## config.mk

```make
export PLATFORM = sky130hd
export DESIGN_NAME = board_move_scheduler
export DESIGN_NICKNAME = d
export VERILOG_FILES = /design/src/rtl/board_move_scheduler_pkg.sv /design/src/rtl/board_move_scheduler_col_move_mux.sv /design/src/rtl/board_move_scheduler.sv
export SDC_FILE = /design/constraint.sdc
export NUM_CORES = 1
export LEC_CHECK = 0
export ABC_AREA = 1
export BUFFER_PORTS_ARGS = -buffer_cell sky130_fd_sc_hd__clkbuf_2
export CORE_AREA = 2 2 185 187
export CTS_CLUSTER_SIZE = 24
export DETAILED_ROUTE_END_ITERATION = 10
export DIE_AREA = 0 0 187 189
export MAX_ROUTING_LAYER = met4
export PLACE_DENSITY_LB_ADDON = 0.25
export SLEW_MARGIN = 20
export SYNTH_ARGS = -nofsm -noshare
export SYNTH_HDL_FRONTEND = slang
export SYNTH_SLANG_ARGS = --single-unit
```

## constraint.sdc

```tcl
create_clock -name clk -period 2.3 [get_ports clk]
set_input_delay 0.23 -clock clk [delete_from_list [all_inputs] [get_ports clk]]
set_output_delay 0.23 -clock clk [all_outputs]
set_load 0.01 [all_outputs]
```

## src/rtl/board_move_scheduler_pkg.sv

```systemverilog
// rtl/board_move_scheduler_pkg.sv - shared chess constants, scheduler states and move helpers
package board_move_scheduler_pkg;

  localparam int MOVE_W = 48;
  localparam int SQ_W   = 6;
  localparam int NCOLS  = 8;
  localparam int PTR_W  = $clog2(NCOLS);

  typedef enum logic [2:0] {
    IDLE,
    CLEAR,
    GEN,
    DRAIN,
    DONE
  } sched_state_t;

  // A move whose from-square equals its to-square terminates a column's list.
  function automatic logic is_end_move(input logic [MOVE_W-1:0] move);
    return move[2*SQ_W-1:SQ_W] == move[SQ_W-1:0];
  endfunction

endpackage

```

## src/rtl/board_move_scheduler_col_move_mux.sv

```systemverilog
// rtl/board_move_scheduler_col_move_mux.sv - selects the FIFO head, empty and end flags of one column
module col_move_mux
  import board_move_scheduler_pkg::*;
(
  input  logic [NCOLS*MOVE_W-1:0] col_move,
  input  logic [NCOLS-1:0]        col_empty,
  input  logic [PTR_W-1:0]        col_ptr,
  output logic [MOVE_W-1:0]       head,
  output logic                    empty,
  output logic                    is_end
);

  assign head   = col_move[col_ptr*MOVE_W +: MOVE_W];
  assign empty  = col_empty[col_ptr];
  assign is_end = is_end_move(head);

endmodule

```

## src/rtl/board_move_scheduler.sv

```systemverilog
// rtl/board_move_scheduler.sv - clears, waits on and drains the column move FIFOs onto one stream
// Optional watchdog on the GEN and DRAIN phases is built when WATCHDOG_EN is defined.
module board_move_scheduler
  import board_move_scheduler_pkg::*;
#(
  parameter int CNT_W          = 8,
  parameter int TIMEOUT_CYCLES = 4096
) (
  input  logic                    clk,
  input  logic                    reset,
  input  logic                    start,
  output logic                    gen_clear,
  input  logic [NCOLS-1:0]        col_done,
  input  logic [NCOLS-1:0]        col_empty,
  input  logic [NCOLS*MOVE_W-1:0] col_move,
  output logic [NCOLS-1:0]        col_rden,
  output logic                    mv_valid,
  input  logic                    mv_ready,
  output logic [MOVE_W-1:0]       mv_data,
  output logic                    busy,
  output logic                    done,
  output logic [CNT_W-1:0]        move_count,
  output logic                    timeout
);

  sched_state_t      state, state_nxt;
  logic [PTR_W-1:0]  col_ptr;
  logic [CNT_W-1:0]  count_r;
  logic [MOVE_W-1:0] head;
  logic              head_empty, head_end;
  logic              pop, accept, last_col;

  col_move_mux u_mux (
    .col_move  (col_move),
    .col_empty (col_empty),
    .col_ptr   (col_ptr),
    .head      (head),
    .empty     (head_empty),
    .is_end    (head_end)
  );

  assign last_col = (col_ptr == PTR_W'(NCOLS-1));

`ifdef WATCHDOG_EN
  localparam int WD_W = $clog2(TIMEOUT_CYCLES+1);
  logic [WD_W-1:0] wd_cnt;
  logic            wd_fire, timeout_r;

  assign wd_fire = ((state == GEN) || (state == DRAIN)) && (wd_cnt == WD_W'(TIMEOUT_CYCLES-1));
  assign timeout = timeout_r;

  always_ff @(posedge clk or negedge reset) begin
    if (!reset) begin
      wd_cnt    <= '0;
      timeout_r <= 1'b0;
    end else begin
      if (pop || ((state_nxt != state) && ((state_nxt == GEN) || (state_nxt == DRAIN))))
        wd_cnt <= '0;
      else if ((state == GEN) || (state == DRAIN))
        wd_cnt <= wd_cnt + 1'b1;
      if (state == CLEAR)
        timeout_r <= 1'b0;
      else if (wd_fire)
        timeout_r <= 1'b1;
    end
  end
`else
  assign timeout = 1'b0;
`endif

  always_comb begin
    state_nxt = state;
    gen_clear = 1'b0;
    col_rden  = '0;
    mv_valid  = 1'b0;
    pop       = 1'b0;
    accept    = 1'b0;
    case (state)
      IDLE:  if (start) state_nxt = CLEAR;
      CLEAR: begin
        gen_clear = 1'b1;
        state_nxt = GEN;
      end
      GEN:   if (&col_done) state_nxt = DRAIN;
      DRAIN: begin
        if (!head_empty) begin
          if (head_end) begin
            col_rden[col_ptr] = 1'b1;
            pop = 1'b1;
            if (last_col) state_nxt = DONE;
          end else begin
            mv_valid = 1'b1;
            if (mv_ready) begin
              col_rden[col_ptr] = 1'b1;
              pop    = 1'b1;
              accept = 1'b1;
            end
          end
        end
      end
      DONE:  if (start) state_nxt = CLEAR;
      default: state_nxt = IDLE;
    endcase
`ifdef WATCHDOG_EN
    if (wd_fire) state_nxt = DONE;
`endif
  end

  always_ff @(posedge clk or negedge reset) begin
    if (!reset) begin
      state   <= IDLE;
      col_ptr <= '0;
      count_r <= '0;
    end else begin
      state <= state_nxt;
      if (state == CLEAR) begin
        col_ptr <= '0;
        count_r <= '0;
      end else begin
        // col_ptr parks on the last column rather than wrapping.
        if (pop && head_end && !last_col) col_ptr <= col_ptr + 1'b1;
        if (accept && (count_r != {CNT_W{1'b1}})) count_r <= count_r + 1'b1;
      end
    end
  end

  assign mv_data    = mv_valid ? head : '0;
  assign busy       = (state == CLEAR) || (state == GEN) || (state == DRAIN);
  assign done       = (state == DONE);
  assign move_count = count_r;

endmodule

```

==> out/results.ini <==
[placement]
place_congestion=0.9705
place_area_sq_um=7536
hpwl_microns=27330
dp_cells=1718
io_buffers=471

[final_layout]
nets=1715
post-route-util_pct=26.00
drive_above_1_share_pct=55.55
layout.cells.non_filler=1764
final_area_sq_um=8653
area_growth_syn_to_layout_pct=116.3

[synth]
async_flop_share_pct=100.0
synth_top_cell_area_share_pct=19.71
syn_nets=1163
synthTopCellsByArea=nand2_1 20%, o22ai_1 17%, nor2_1 9.6%
yosysTopAreaCell=nand2_1
synth.most_common_cell=nand2_1
synth_ff_type=dfrtp_1
ys_types=36
synth_seq_cells=14
syn_inst=756
syn_avg_cell_area_sq_um=5.291
synthTopCellsByCount=210 x nand2_1, 107 x o22ai_1, 102 x nor2_1
synth-edff-count=0
yosys_warnings=0
ys_seq_area_share_pct=8.758
synth_area_sq_um=4000

[worst_setup_path]
crit_slowest_cell=or4_1
worst_path_dominant_cell_family=buffers and inverters
max_stage_delay_ps=580
required_ps=2070
r2r-end=move_count[3]
critPathMaxFanout=10
arrival_ps=2520
crit_type=reg -> out
rrSetupSlack_ps=-120
end_kind=primary output
startpoint_type=flip-flop
r2r_start=col_ptr[0]
critPathBufInv=6
path_common_cell=nor2_1
rr_worst_depth=16
path_cells=inv_4 -> buf_8 -> nor2_1 -> inv_2 -> buf_6 -> buf_12 -> o22ai_1 -> or4_1 -> nor2_1 -> clkbuf_2

[timing]
fmax_mhz=363.9
fin_crit_sh_pct=119.5
fin_ws_ps=-448.0
skew_ps=0.8232
relSlewSlack_pct=53.97
hold_viol_final=0
fin_tns_setup_ps=-22490
worst_slew_pin_slew_ps=689.6
drv_slew=0
post-route-min-period_ps=2748
rsz0062_at_grt=true
setup_viol=69

[cts]
clkLatencyLatePin_ps=250
cts.sinks=14
clock_path_buffers=2
htree_levels=1
clkTransAtPathRegs_ps=50
cts-buffers-inserted=3
clock-root-buffer=clkbuf_16
cts_tree=done

[die]
io_pins=473
dieArea_sq_um=35340
num_rows=67
die_h_microns=189
core_sq_um=33280
start_util_pct=12.02
dieWidth_microns=187

[min_path]
hold_depth=3
min_delay_worst_endpoint=state[1]
hp-class=in -> reg
hold_start=start

[detailed_routing]
ant_nets=0
wirelength_microns=32520
vias_per_cell=4.261
vias=7517
dr.pass1.iters=5
avgRoutedWirePerCell_microns=18.44
drtIter0Drc=318
drcViolationCount=0

[global_route]
grt.overflow.total=0
antenna_found_initial=10
grt_pass1_wl_microns=45320
grtUsageMet1_pct=20.70
grt.total_usage_pct=17.35
grt_start_max_net_pins=29
grt_use_met3_pct=2.428
use_met2_pct=30.61
top_usage_layer=met2
grt_pass1_vias=7521

[flow_run]
maxCapViolCount=0

[power_and_ir_drop]
leakagePower_nw=4.839
ir_drop_mv=0.2911
p_per_area_nw_per_um2=878.6

[status]
violations=setup timing
status=finished, violations left

final cells by class:
class | instances | area [sq um]
multi-input combinational | 601 | 3446
sequential | 14 | 354.1
clock buffer | 4 | 88.84
timing repair buffer | 595 | 3825
fill | 3813 | 24630
tap | 448 | 560.5
inverter | 93 | 356.6
antenna | 9 | 22.52
worst register-to-register path: cells and delay by family (launching register included):
family                 cells  cell delay (ps)
and+or+nand+nor           13             1370
buffers and inverters      3              450
DFF                        1              490
layer usage:
metal | vias to the layer above | wire (microns)
li1 | 3683 | -
met1 | 3464 | 13510
met2 | 334 | 16380
met3 | 36 | 1972
met4 | 0 | 652
met5 | - | 0
sequential cells by signal (all words and copies together), names as in the netlist:
signal,cells
move_count,8
col_ptr,3
state,3
layout by cell type, fill, tap and decap left out, drive strengths merged:
| master | Yosys | routed |
|---|---|---|
| a21oi | 4 | 4 |
| a22oi | 1 | 1 |
| a31oi | 1 | 1 |
| buf | 44 | 138 |
| clkbuf | 5 | 460 |
| conb | 1 | 1 |
| dfrtp | 14 | 14 |
| diode | 0 | 9 |
| dlygate4sd3 | 0 | 1 |
| ha | 3 | 3 |
| inv | 93 | 93 |
| nand2 | 216 | 216 |
| nand3 | 43 | 43 |
| nand4 | 6 | 6 |
| nor2 | 108 | 109 |
| nor3 | 20 | 20 |
| o211ai | 3 | 3 |
| o21ai | 14 | 14 |
| o21bai | 2 | 2 |
| o221ai | 22 | 22 |
| o22ai | 107 | 107 |
| or2 | 23 | 23 |
| or4 | 20 | 20 |
| xnor2 | 1 | 1 |
| xor2 | 5 | 5 |
power breakdown:
group,internal (mW),switching [mW],leakage (nW)
logic,3.16,3.62,4.61
clock network,0.264,0.113,0.0442
registers,0.315,0.122,0.181
total,3.74,3.86,4.84
worst max-delay path by stage:
| stage | startpoint | endpoint | slack [ps] | cells after the start |
|---|---|---|---|---|
| 2_1_floorplan | col_ptr[2] | mv_data[10] | 200 | 17 |
| 6_report | col_ptr[0] | mv_data[12] | -450 | 10 |
| 5_1_grt | col_ptr[0] | mv_data[14] | -550 | 14 |
| 4_1_cts | col_ptr[0] | mv_data[12] | -380 | 10 |
| 3_5_place_dp | col_ptr[0] | mv_data[4] | -340 | 13 |
| 3_3_place_gp | col_ptr[0] | mv_data[4] | -360 | 13 |
repair_timing:
action,CTS,global route
resized for setup,56,118
hold buffers,1,0
buffers inserted,16,10
setup endpoints to repair,69,69
pin swaps,7,30
endpoints found under the hold margin,14,0
cloned,1,6
stage by stage:
| stage | power, mW | worst slack, ps | hold WS (ps) |
|---|---|---|---|
| 2_1_floorplan | 3.285 | 203.0 | -65.59 |
| 3_3_place_gp | 5.901 | -356.5 | 193.5 |
| 3_5_place_dp | 5.890 | -340.1 | 186.8 |
| 4_1_cts | 6.899 | -379.4 | 320.4 |
| 5_1_grt | 8.244 | -553.6 | 354.1 |
| 6_report | 7.603 | -448.0 | 314.6 |
cell families after synthesis:
group | synth area share, %
AO/OA/AOI/OAI | 25.18
XOR/XNOR | 1.314
adder cells (fa/ha/maj) | 0.9385
buffers and inverters | 15.89
flip-flops | 8.758
other | 0.09375
AND/OR/NAND/NOR | 47.83
No activity file was read; power rests on OpenSTA's default activity.
